**src/rtl/uart_pkg.sv**
```systemverilog
`default_nettype none
// ============================================================================
// Module   : uart_pkg
// Purpose  : Shared UART frame definitions (RX and TX sides): data width,
//            receiver state encoding and the even-parity helper.
// Revision : 1.0 - initial release
// ============================================================================
package uart_pkg;

    // Frame: start, UART_DBITS data bits MSB first, even parity, stop
    localparam int UART_DBITS      = 8;
    localparam int UART_FRAME_BITS = UART_DBITS + 3;

    typedef enum logic [2:0] {
        URX_IDLE      = 3'd0,
        URX_START     = 3'd1,
        URX_DATA      = 3'd2,
        URX_PAR       = 3'd3,
        URX_STOP      = 3'd4,
        URX_WAIT_IDLE = 3'd5
    } urx_state_t;

    // Even parity: the parity bit equals the XOR of the data bits
    function automatic logic even_parity(input logic [UART_DBITS-1:0] d);
        return ^d;
    endfunction

endpackage
`default_nettype wire

```
**src/rtl/uart_rx_frame_if.sv**
```systemverilog
`default_nettype none
// ============================================================================
// Module   : uart_rx_frame_if
// Purpose  : Serial line input and received-byte outputs of the UART frame
//            receiver. master = receiver, slave = line driver / consumer.
// Revision : 1.0 - initial release
// ============================================================================
interface uart_rx_frame_if;
    import uart_pkg::*;

    logic                  uart_rx;
    logic [UART_DBITS-1:0] rx_data;
    logic                  rx_vld;
    logic                  rx_perr;
    logic                  rx_ferr;
    logic                  rx_busy;

    modport master (
        input  uart_rx,
        output rx_data,
        output rx_vld,
        output rx_perr,
        output rx_ferr,
        output rx_busy
    );

    modport slave (
        output uart_rx,
        input  rx_data,
        input  rx_vld,
        input  rx_perr,
        input  rx_ferr,
        input  rx_busy
    );
endinterface
`default_nettype wire

```
**src/rtl/bit_sync.sv**
```systemverilog
`default_nettype none
// ============================================================================
// Module   : bit_sync
// Purpose  : Generic two-flop synchronizer for a single asynchronous bit,
//            with a configurable reset value.
// Revision : 1.0 - initial release
// ============================================================================
module bit_sync #(
    parameter logic RST_VAL = 1'b1
) (
    input  logic clk,
    input  logic rst,
    input  logic i_d,
    output logic o_q
);
    logic r_meta;
    logic r_sync;

    // Two-stage capture of the asynchronous input
    always_ff @(posedge clk) begin
        if (rst) begin
            r_meta <= RST_VAL;
            r_sync <= RST_VAL;
        end else begin
            r_meta <= i_d;
            r_sync <= r_meta;
        end
    end

    assign o_q = r_sync;
endmodule
`default_nettype wire

```
**src/rtl/uart_rx_frame.sv**
```systemverilog
`default_nettype none
// ============================================================================
// Module   : uart_rx_frame
// Purpose  : UART frame receiver: start, 8 data bits MSB first, even parity,
//            stop. Strobes each byte with parity/framing flags.
// Revision : 1.0 - initial release
// ============================================================================
module uart_rx_frame
    import uart_pkg::*;
#(
    parameter int CLKS_PER_BIT = 10
) (
    input  logic            clk,
    input  logic            rst,
    uart_rx_frame_if.master bus
);
    localparam int c_cnt_w = $clog2(CLKS_PER_BIT);
    // Start bit is checked mid-bit; every later sample is one bit period on
    localparam logic [c_cnt_w-1:0] c_half_m1 = c_cnt_w'(CLKS_PER_BIT / 2 - 1);
    localparam logic [c_cnt_w-1:0] c_bit_m1  = c_cnt_w'(CLKS_PER_BIT - 1);

    logic                  w_rxs;
    urx_state_t            r_state, w_state_nxt;
    logic [c_cnt_w-1:0]    r_cnt, w_cnt_nxt;
    logic [2:0]            r_idx, w_idx_nxt;
    logic [UART_DBITS-1:0] r_shift, w_shift_nxt;
    logic                  r_perr_pend, w_perr_pend_nxt;
    logic                  w_strobe;
    logic                  w_ferr;
    logic [UART_DBITS-1:0] r_data;
    logic                  r_vld;
    logic                  r_perr;
    logic                  r_ferr;
    logic                  r_busy;

    bit_sync #(
        .RST_VAL (1'b1)
    ) u_sync (
        .clk (clk),
        .rst (rst),
        .i_d (bus.uart_rx),
        .o_q (w_rxs)
    );

    // Next-state, sample-point and strobe decisions
    always_comb begin
        w_state_nxt     = r_state;
        w_cnt_nxt       = r_cnt + 1'b1;
        w_idx_nxt       = r_idx;
        w_shift_nxt     = r_shift;
        w_perr_pend_nxt = r_perr_pend;
        w_strobe        = 1'b0;
        w_ferr          = 1'b0;
        case (r_state)
            URX_IDLE: begin
                w_cnt_nxt = '0;
                if (!w_rxs) begin
                    w_state_nxt = URX_START;
                end
            end
            URX_START: begin
                if (r_cnt == c_half_m1) begin
                    w_cnt_nxt = '0;
                    if (w_rxs) begin
                        // Line back high at mid start bit: a glitch
                        w_state_nxt = URX_IDLE;
                    end else begin
                        w_state_nxt = URX_DATA;
                        w_idx_nxt   = 3'd7;
                    end
                end
            end
            URX_DATA: begin
                if (r_cnt == c_bit_m1) begin
                    w_cnt_nxt   = '0;
                    w_shift_nxt = {r_shift[UART_DBITS-2:0], w_rxs};
                    if (r_idx == 3'd0) begin
                        w_state_nxt = URX_PAR;
                    end else begin
                        w_idx_nxt = r_idx - 1'b1;
                    end
                end
            end
            URX_PAR: begin
                if (r_cnt == c_bit_m1) begin
                    w_cnt_nxt       = '0;
                    w_perr_pend_nxt = (even_parity(r_shift) != w_rxs);
                    w_state_nxt     = URX_STOP;
                end
            end
            URX_STOP: begin
                if (r_cnt == c_bit_m1) begin
                    w_cnt_nxt = '0;
                    w_strobe  = 1'b1;
                    if (w_rxs) begin
                        // Back to IDLE mid stop bit so a following start edge is seen
                        w_state_nxt = URX_IDLE;
                    end else begin
                        w_ferr      = 1'b1;
                        w_state_nxt = URX_WAIT_IDLE;
                    end
                end
            end
            URX_WAIT_IDLE: begin
                // A break or stuck-low line must not look like a new start bit
                w_cnt_nxt = '0;
                if (w_rxs) begin
                    w_state_nxt = URX_IDLE;
                end
            end
            default: begin
                w_cnt_nxt   = '0;
                w_state_nxt = URX_IDLE;
            end
        endcase
    end

    // State, counters, shift register and registered outputs
    always_ff @(posedge clk) begin
        if (rst) begin
            r_state     <= URX_IDLE;
            r_cnt       <= '0;
            r_idx       <= '0;
            r_shift     <= '0;
            r_perr_pend <= 1'b0;
            r_data      <= '0;
            r_vld       <= 1'b0;
            r_perr      <= 1'b0;
            r_ferr      <= 1'b0;
            r_busy      <= 1'b0;
        end else begin
            r_state     <= w_state_nxt;
            r_cnt       <= w_cnt_nxt;
            r_idx       <= w_idx_nxt;
            r_shift     <= w_shift_nxt;
            r_perr_pend <= w_perr_pend_nxt;
            r_vld       <= w_strobe;
            r_busy      <= (w_state_nxt != URX_IDLE);
            if (w_strobe) begin
                r_data <= r_shift;
                r_perr <= r_perr_pend;
                r_ferr <= w_ferr;
            end
        end
    end

    assign bus.rx_data = r_data;
    assign bus.rx_vld  = r_vld;
    assign bus.rx_perr = r_perr;
    assign bus.rx_ferr = r_ferr;
    assign bus.rx_busy = r_busy;
endmodule
`default_nettype wire

```
**src/flat_wrapper.sv**
```systemverilog
// flat-port wrapper written by rule: the top's interface ports become plain ports
module uart_rx_frame_flat import uart_pkg::*;
#(
    parameter int CLKS_PER_BIT = 10
)
  (clk, rst, bus_uart_rx, bus_rx_data, bus_rx_vld, bus_rx_perr, bus_rx_ferr, bus_rx_busy);
  uart_rx_frame_if bus_i ();
  input  logic clk;
  input  logic rst;
  input wire logic [$bits(bus_i.uart_rx)-1:0] bus_uart_rx;
  output wire logic [$bits(bus_i.rx_data)-1:0] bus_rx_data;
  output wire logic [$bits(bus_i.rx_vld)-1:0] bus_rx_vld;
  output wire logic [$bits(bus_i.rx_perr)-1:0] bus_rx_perr;
  output wire logic [$bits(bus_i.rx_ferr)-1:0] bus_rx_ferr;
  output wire logic [$bits(bus_i.rx_busy)-1:0] bus_rx_busy;
  assign bus_i.uart_rx = bus_uart_rx;
  assign bus_rx_data = bus_i.rx_data;
  assign bus_rx_vld = bus_i.rx_vld;
  assign bus_rx_perr = bus_i.rx_perr;
  assign bus_rx_ferr = bus_i.rx_ferr;
  assign bus_rx_busy = bus_i.rx_busy;
  uart_rx_frame #(.CLKS_PER_BIT(CLKS_PER_BIT)) u_core (.clk(clk), .rst(rst), .bus(bus_i));
endmodule
```
**config.mk**
```make
export PLATFORM = sky130hd
export DESIGN_NAME = uart_rx_frame_flat
export DESIGN_NICKNAME = d
export VERILOG_FILES = /design/src/rtl/uart_pkg.sv /design/src/rtl/uart_rx_frame_if.sv /design/src/rtl/bit_sync.sv /design/src/rtl/uart_rx_frame.sv /design/src/flat_wrapper.sv
export SDC_FILE = /design/constraint.sdc
export NUM_CORES = 1
export LEC_CHECK = 0
export ABC_AREA = 1
export CAP_MARGIN = 10
export CORE_UTILIZATION = 60
export DETAILED_ROUTE_END_ITERATION = 10
export GPL_TIMING_DRIVEN = 0
export PLACE_DENSITY = 0.92
export SLEW_MARGIN = 10
export SYNTH_ARGS = -nofsm -noshare
export SYNTH_HDL_FRONTEND = slang
export SYNTH_SLANG_ARGS = --single-unit
```
**constraint.sdc**
```tcl
create_clock -name clk -period 3.2 [get_ports clk]
set_clock_uncertainty 0.2 [all_clocks]
set_input_delay 0.64 -clock clk [delete_from_list [all_inputs] [get_ports clk]]
set_output_delay 0.64 -clock clk [all_outputs]
set_load 0.03 [all_outputs]
```
Word level (Yosys, flattened, before mapping)
Cells that the tools add are included.

cells by class
  multiplexer cells = 23
  reductions and logical operators = 9
  equal/unequal tests = 12
  add/subtract/negate cells = 2

operators with widths
  cell                                                                    count
  3-bit 2-to-1 mux                                                        12
  3-bit case mux with 6 select lines                                      1
  4-bit 2-to-1 mux                                                        2
  4-bit case mux with 2 select lines                                      1
  8-bit parity                                                            1
  3-bit by 2-bit equality test with 1-bit output (second input constant)  2
  3-bit equality test (second input constant)                             2
  3-bit logical NOT                                                       2
  3-bit case mux with 2 select lines                                      1
  1-bit 2-to-1 mux                                                        5
  5-bit AND reduction                                                     1
  4-bit by 1-bit adder with 4-bit output (second input constant)          1
  4-bit by 3-bit equality test with 1-bit output (second input constant)  1
  4-bit equality test (second input constant)                             1
  2-bit by 1-bit != test with 1-bit output (second input constant)        2
  2-bit != test (second input constant)                                   2
  2-bit AND reduction                                                     2
  3-bit by 1-bit equality test with 1-bit output (second input constant)  1
  3-bit nonzero test                                                      1
  3-bit OR reduction                                                      1
  3-bit by 1-bit subtractor with 3-bit output (second input constant)     1
  2-bit 2-to-1 mux                                                        1
  2-bit nonzero test                                                      1
  1-bit != test                                                           1

storage, ports and cells
  logic and storage cells = 58
  output and inout port bits = 12
  input port bits = 3
  bits in registers = 33

Longest topological paths before layout
  depth after elaboration = 5
  gate-level depth with buffers = 11
  gate-level depth less buffers = 11

By module
From an unflattened synthesis, not the netlist that was laid out.

unflattened totals
  cells, all modules = 210
  area, all modules = 1572.8 µm²

modules (own cells, without submodules)
  module         instances  area each (µm²)  cells each
  uart_rx_frame  1          1514.0           203
  bit_sync       1          58.8             7

Worst setup path after synthesis
OpenSTA, ideal clock, no wires.

  kind = flip-flop to flip-flop
  from = register u_core.r_cnt[1]
  to = register u_core.r_busy, in the netlist u_core.bus.rx_busy
  setup slack = 1626 ps
  clock period less this slack = 1574 ps
  path buffers = 1
  cell stages (with the launch flop) = 10
  arrival time = 1241 ps
  cells stage by stage = dfxtp_1 inv_1 ha_1 nand3_4 nor2_2 buf_4 nand2_2 nand3_2 nor2_1 a21oi_2

on the way
  longest elaborated chain between the ends = 4
  elaborated cells on any way between the ends = 8

RTL lines
  what                                                                                   RTL line              source
  from (decl)                                                                            uart_rx_frame.sv:24   logic [c_cnt_w-1:0] r_cnt, w_cnt_nxt;
  from (signal assigned)                                                                 uart_rx_frame.sv:133  r_cnt <= w_cnt_nxt;
  4-bit equality test or 4-bit by 3-bit equality test with 1-bit output (tied branches)  n/a
  3-bit 2-to-1 mux, on equally long branches                                             n/a
  3-bit case mux with 6 select lines (*)                                                 uart_rx_frame.sv:54   case (r_state)
  3-bit nonzero test (*)                                                                 uart_rx_frame.sv:138  r_busy <= (w_state_nxt != URX_IDLE);
  to (signal assigned)                                                                   uart_rx_frame.sv:138
  to (decl)                                                                              uart_rx_frame.sv:34   logic r_busy;

Mark *: on every way between the ends. The rest lies on a longest branch, timed or not.
A chain may end at the register's enable or synchronous reset.

Worst setup path in the final report
  from = register u_core.r_data[1], in the netlist u_core.bus.rx_data[1]
  to = output bus_rx_data[1]

RTL lines
  what                    RTL line              source
  from (decl)             uart_rx_frame.sv:30   logic [UART_DBITS-1:0] r_data;
  from (signal assigned)  uart_rx_frame.sv:140  r_data <= r_shift;
  to (decl)               flat_wrapper.sv:11    output wire logic [$bits(bus_i.rx_data)-1:0] bus_rx_data;

No word-level cell between the ends.

==> flow_results.xml <==
<?xml version="1.0" encoding="UTF-8"?>
<metrics>
  <group name="sta">
    <metric name="clock.fmax" unit="GHz">0.457</metric>
    <metric name="setup-violations-final" unit="">0</metric>
    <metric name="rsz_0062_raised_after_global_routing" unit="">false</metric>
    <metric name="slew_violations" unit="">0</metric>
    <metric name="setup_tns" unit="ns">0</metric>
    <metric name="layout_setup_ws" unit="ns">1.01</metric>
    <metric name="hold_viol_final" unit="">0</metric>
    <metric name="finalCritPeriodShare" unit="%">68.4</metric>
    <metric name="post-route-min-period" unit="ns">2.19</metric>
    <metric name="worst_slew_margin_rel" unit="%">64.1</metric>
    <metric name="tightest_slew" unit="ns">0.538</metric>
  </group>
  <group name="clocking">
    <metric name="cts.sinks" unit="">33</metric>
    <metric name="clk_pin_slew" unit="ns">0.10</metric>
    <metric name="cts-resized-gates" unit="">0</metric>
    <metric name="worst_skew_pair.late_latency" unit="ns">0.33</metric>
    <metric name="tritoncts" unit="">built</metric>
    <metric name="cts_buffers" unit="">5</metric>
    <metric name="ctsHoldBuffers" unit="">0</metric>
    <metric name="clock_tree.buffer_depth" unit="">2</metric>
    <metric name="cts-htree-levels" unit="">2</metric>
    <metric name="postCtsSetupBuffers" unit="">0</metric>
    <metric name="cts.root.buffer_cell" unit="">sky130_fd_sc_hd__clkbuf_4</metric>
  </group>
  <group name="logic_synthesis">
    <metric name="syn_area" unit="um^2">1560</metric>
    <metric name="yosys.area.top_type_share" unit="%">42.3</metric>
    <metric name="synth_top_family_by_area" unit="">simple AND/OR/NAND/NOR gates</metric>
    <metric name="synthDistinctLibCells" unit="">29</metric>
    <metric name="syn-instance-count" unit="">210</metric>
    <metric name="fraction_of_synthesized_area_in_multiplexers" unit="%">0</metric>
    <metric name="yosys.area.top_type" unit="">sky130_fd_sc_hd__dfxtp_1</metric>
    <metric name="number_of_enable_type_register_cells_in_the_synthesized_netlist" unit="">0</metric>
    <metric name="synth_compound_area_share" unit="%">15.1</metric>
    <metric name="synth.top_cells.by_count" unit="">56 x sky130_fd_sc_hd__nand2_1, 33 x sky130_fd_sc_hd__dfxtp_1, 25 x sky130_fd_sc_hd__inv_1</metric>
    <metric name="post_syn_area_per_cell" unit="um^2">7.44</metric>
    <metric name="postSynthNetCount" unit="">218</metric>
    <metric name="synth.ff_latch_count" unit="">33</metric>
    <metric name="async_flop_share" unit="%">0</metric>
    <metric name="synth_xor_area_share" unit="%">1.68</metric>
    <metric name="synth-adder-area-share" unit="%">4.00</metric>
    <metric name="postSynth.topFlopCell" unit="">sky130_fd_sc_hd__dfxtp_1</metric>
    <metric name="synth_simple_gate_area_share" unit="%">28.6</metric>
    <metric name="yosysMostFrequentCell" unit="">sky130_fd_sc_hd__nand2_1</metric>
    <metric name="synth_top_cells_by_area" unit="">sky130_fd_sc_hd__dfxtp_1 42%, sky130_fd_sc_hd__nand2_1 13%, sky130_fd_sc_hd__a21oi_1 6.4%</metric>
    <metric name="yosysWarnings" unit="">0</metric>
    <metric name="sequential_element_share_of_the_synthesized_area" unit="%">42.3</metric>
  </group>
  <group name="min_path">
    <metric name="holdPathStages" unit="">1</metric>
    <metric name="hold_path.class" unit="">reg -&gt; reg</metric>
  </group>
  <group name="setup_path">
    <metric name="critical_path_cell_count" unit="">1</metric>
    <metric name="worstSetupStartpointType" unit="">flop</metric>
    <metric name="worstRegToRegCells" unit="">9</metric>
    <metric name="timing_worst_setup_path_type" unit="">reg -&gt; out</metric>
    <metric name="path_max_fanout" unit="">2</metric>
    <metric name="timing.critical_path.cells" unit="">clkdlybuf4s50_1</metric>
    <metric name="timing.critical_path.slowest_stage_cell" unit="">sky130_fd_sc_hd__clkdlybuf4s50_1</metric>
    <metric name="cp.buffers_inverters" unit="">1</metric>
    <metric name="critPathArrivalTime" unit="ns">1.35</metric>
    <metric name="critPathTopFamily" unit="">buffers and inverters</metric>
    <metric name="crit_required" unit="ns">2.36</metric>
    <metric name="crit_path_end_kind" unit="">primary output</metric>
    <metric name="cp_slowest_stage_delay" unit="ns">0.67</metric>
  </group>
  <group name="global_route">
    <metric name="first_global_vias" unit="">1135</metric>
    <metric name="grt_antenna_before_repair" unit="">0</metric>
    <metric name="global_route_wire_length_before_repair" unit="mm">4.80</metric>
    <metric name="grtUsageTotal" unit="%">24.1</metric>
    <metric name="grt_max_degree" unit="">11</metric>
    <metric name="grt.overflow.total" unit="">0</metric>
  </group>
  <group name="placed_design">
    <metric name="numPortBuffers" unit="">14</metric>
    <metric name="place_area" unit="um^2">1740</metric>
    <metric name="hpwl" unit="mm">2.09</metric>
    <metric name="globalplace.congestion" unit="">0.768</metric>
    <metric name="dp_worst_setup_slack" unit="ns">1.11</metric>
  </group>
  <group name="power">
    <metric name="p_seq_share" unit="%">61.4</metric>
    <metric name="p_per_cell_area" unit="nW/um^2">376</metric>
    <metric name="ir_drop_worst_vdd" unit="mV">0.293</metric>
    <metric name="pwr-share-clk" unit="%">35.1</metric>
    <metric name="switching_fraction_of_total_power" unit="%">22.2</metric>
    <metric name="p_comb_share" unit="%">3.5</metric>
    <metric name="netSwitchingPower" unit="uW">150</metric>
    <metric name="leakage_power" unit="uW">0.000834</metric>
    <metric name="p_int" unit="uW">525</metric>
  </group>
  <group name="layout">
    <metric name="final_layout_size_suffix_gt1_share" unit="%">12.1</metric>
    <metric name="final_net_count" unit="">239</metric>
    <metric name="flow.area_growth_from_synthesis" unit="%">14.9</metric>
    <metric name="antenna_cells" unit="">0</metric>
    <metric name="finish.instance_area" unit="um^2">1800</metric>
    <metric name="layout.filler_cells" unit="">199</metric>
  </group>
  <group name="route">
    <metric name="drtPass1Iterations" unit="">4</metric>
    <metric name="drt-wirelength-per-cell" unit="um">11.2</metric>
    <metric name="drt_wl_total" unit="mm">2.91</metric>
    <metric name="num_vias" unit="">1354</metric>
    <metric name="drt_first_iter_violations" unit="">25</metric>
    <metric name="remaining_drc_errors" unit="">0</metric>
    <metric name="routed_via_density" unit="">5.19</metric>
    <metric name="detail-route-antenna-nets" unit="">0</metric>
  </group>
  <group name="floorplan">
    <metric name="initial_utilization" unit="%">63.1</metric>
    <metric name="dieArea" unit="um^2">2810</metric>
    <metric name="top_level_ports" unit="">15</metric>
    <metric name="overall_die_width" unit="um">53.0</metric>
    <metric name="fp-row-count" unit="">18</metric>
    <metric name="floorplan.core_area" unit="um^2">2480</metric>
    <metric name="die_height" unit="um">53.0</metric>
  </group>
  <group name="outcome">
    <metric name="outcome" unit="">complete, no violations</metric>
  </group>
  <group name="job">
    <metric name="max-cap-violations" unit="">0</metric>
  </group>
</metrics>
[per-stage QoR]
stage / hold WS (ns) / cells / total power (uW) / util [%]
after floorplan: 0.189 / 210 / 439 / -
after global placement: 0.192 / 254 / 447 / 70.3
after CTS: 0.222 / 261 / 676 / 72.5
after detailed placement: 0.199 / 254 / 448 / 70.3
final: 0.220 / 261 / 675 / 72.5
after global routing: 0.234 / 261 / 701 / 72.5
[flip-flops by register name, summed over array words and instances (netlist names)]
| name | count |
|---|---|
| u_core.r_shift | 8 |
| u_core.r_cnt | 4 |
| u_core.r_idx | 3 |
| u_core.bus.rx_data | 8 |
| u_core.u_sync.o_q | 1 |
| u_core.r_perr_pend | 1 |
| u_core.bus.rx_vld | 1 |
| u_core.u_sync.r_meta | 1 |
| u_core.r_state | 3 |
| u_core.bus.rx_perr | 1 |
| u_core.bus.rx_busy | 1 |
| u_core.bus.rx_ferr | 1 |
[placed cells by master (no fill, tap or decap), drive strengths merged]
| master | n |
|---|---|
| clkbuf | 9 |
| or2 | 2 |
| o21ai | 18 |
| inv | 27 |
| clkdlybuf4s50 | 14 |
| nor2 | 15 |
| nand3 | 12 |
| nand4 | 1 |
| nand2 | 60 |
| ha | 5 |
| nor3b | 1 |
| a21oi | 21 |
| a31oi | 2 |
| nor3 | 3 |
| a211oi | 2 |
| buf | 3 |
| dfxtp | 33 |
| xor2 | 1 |
| xnor2 | 2 |
[cells by family after synthesis]
group	count (synthesis)
simple gates	94
fa+ha+maj	5
flops	33
buf+inv	32
compound gates	43
xor+xnor	3
[metal layers]
layer	up-vias	part of all wire [%]	track usage [%]
li1	711	-	-
met2	38	44	35.4
met3	5	6.0	6.90
met1	600	48	31.8
met5	-	0	0
met4	0	1.4	11.8
[power by group through the flow]
stage	Combinational (uW)	Sequential, uW	Clock [uW]
after floorplan	14.0	425	0
after global placement	23.2	424	0
after detailed placement	23.6	424	0
after CTS	23.8	414	238
after global routing	26.3	415	260
final	23.9	414	237
[area by class of cell]
class                           count  area [um^2]  area share (%)
Clock buffer                        7         55.1            3.07
Tap cell                           30         37.5            2.09
Sequential cell                    33          661            36.8
Inverter                           27          101            5.64
Multi-Input combinational cell    145          772            43.0
Timing Repair Buffer               14          140            7.80
Buffer                              5         28.8            1.60
[path summary, 6_finish.rpt]
kind / from / to / slack [ns]
max: u_core.bus.rx_data[1] / bus_rx_data[1] / 1.01
min: u_core.u_sync.r_meta / u_core.u_sync.o_q / 0.22
max reg2reg: u_core.r_cnt[1] / u_core.bus.rx_busy / 1.47
min reg2reg: u_core.u_sync.r_meta / u_core.u_sync.o_q / 0.22
(Power assumes the default switching activity.)
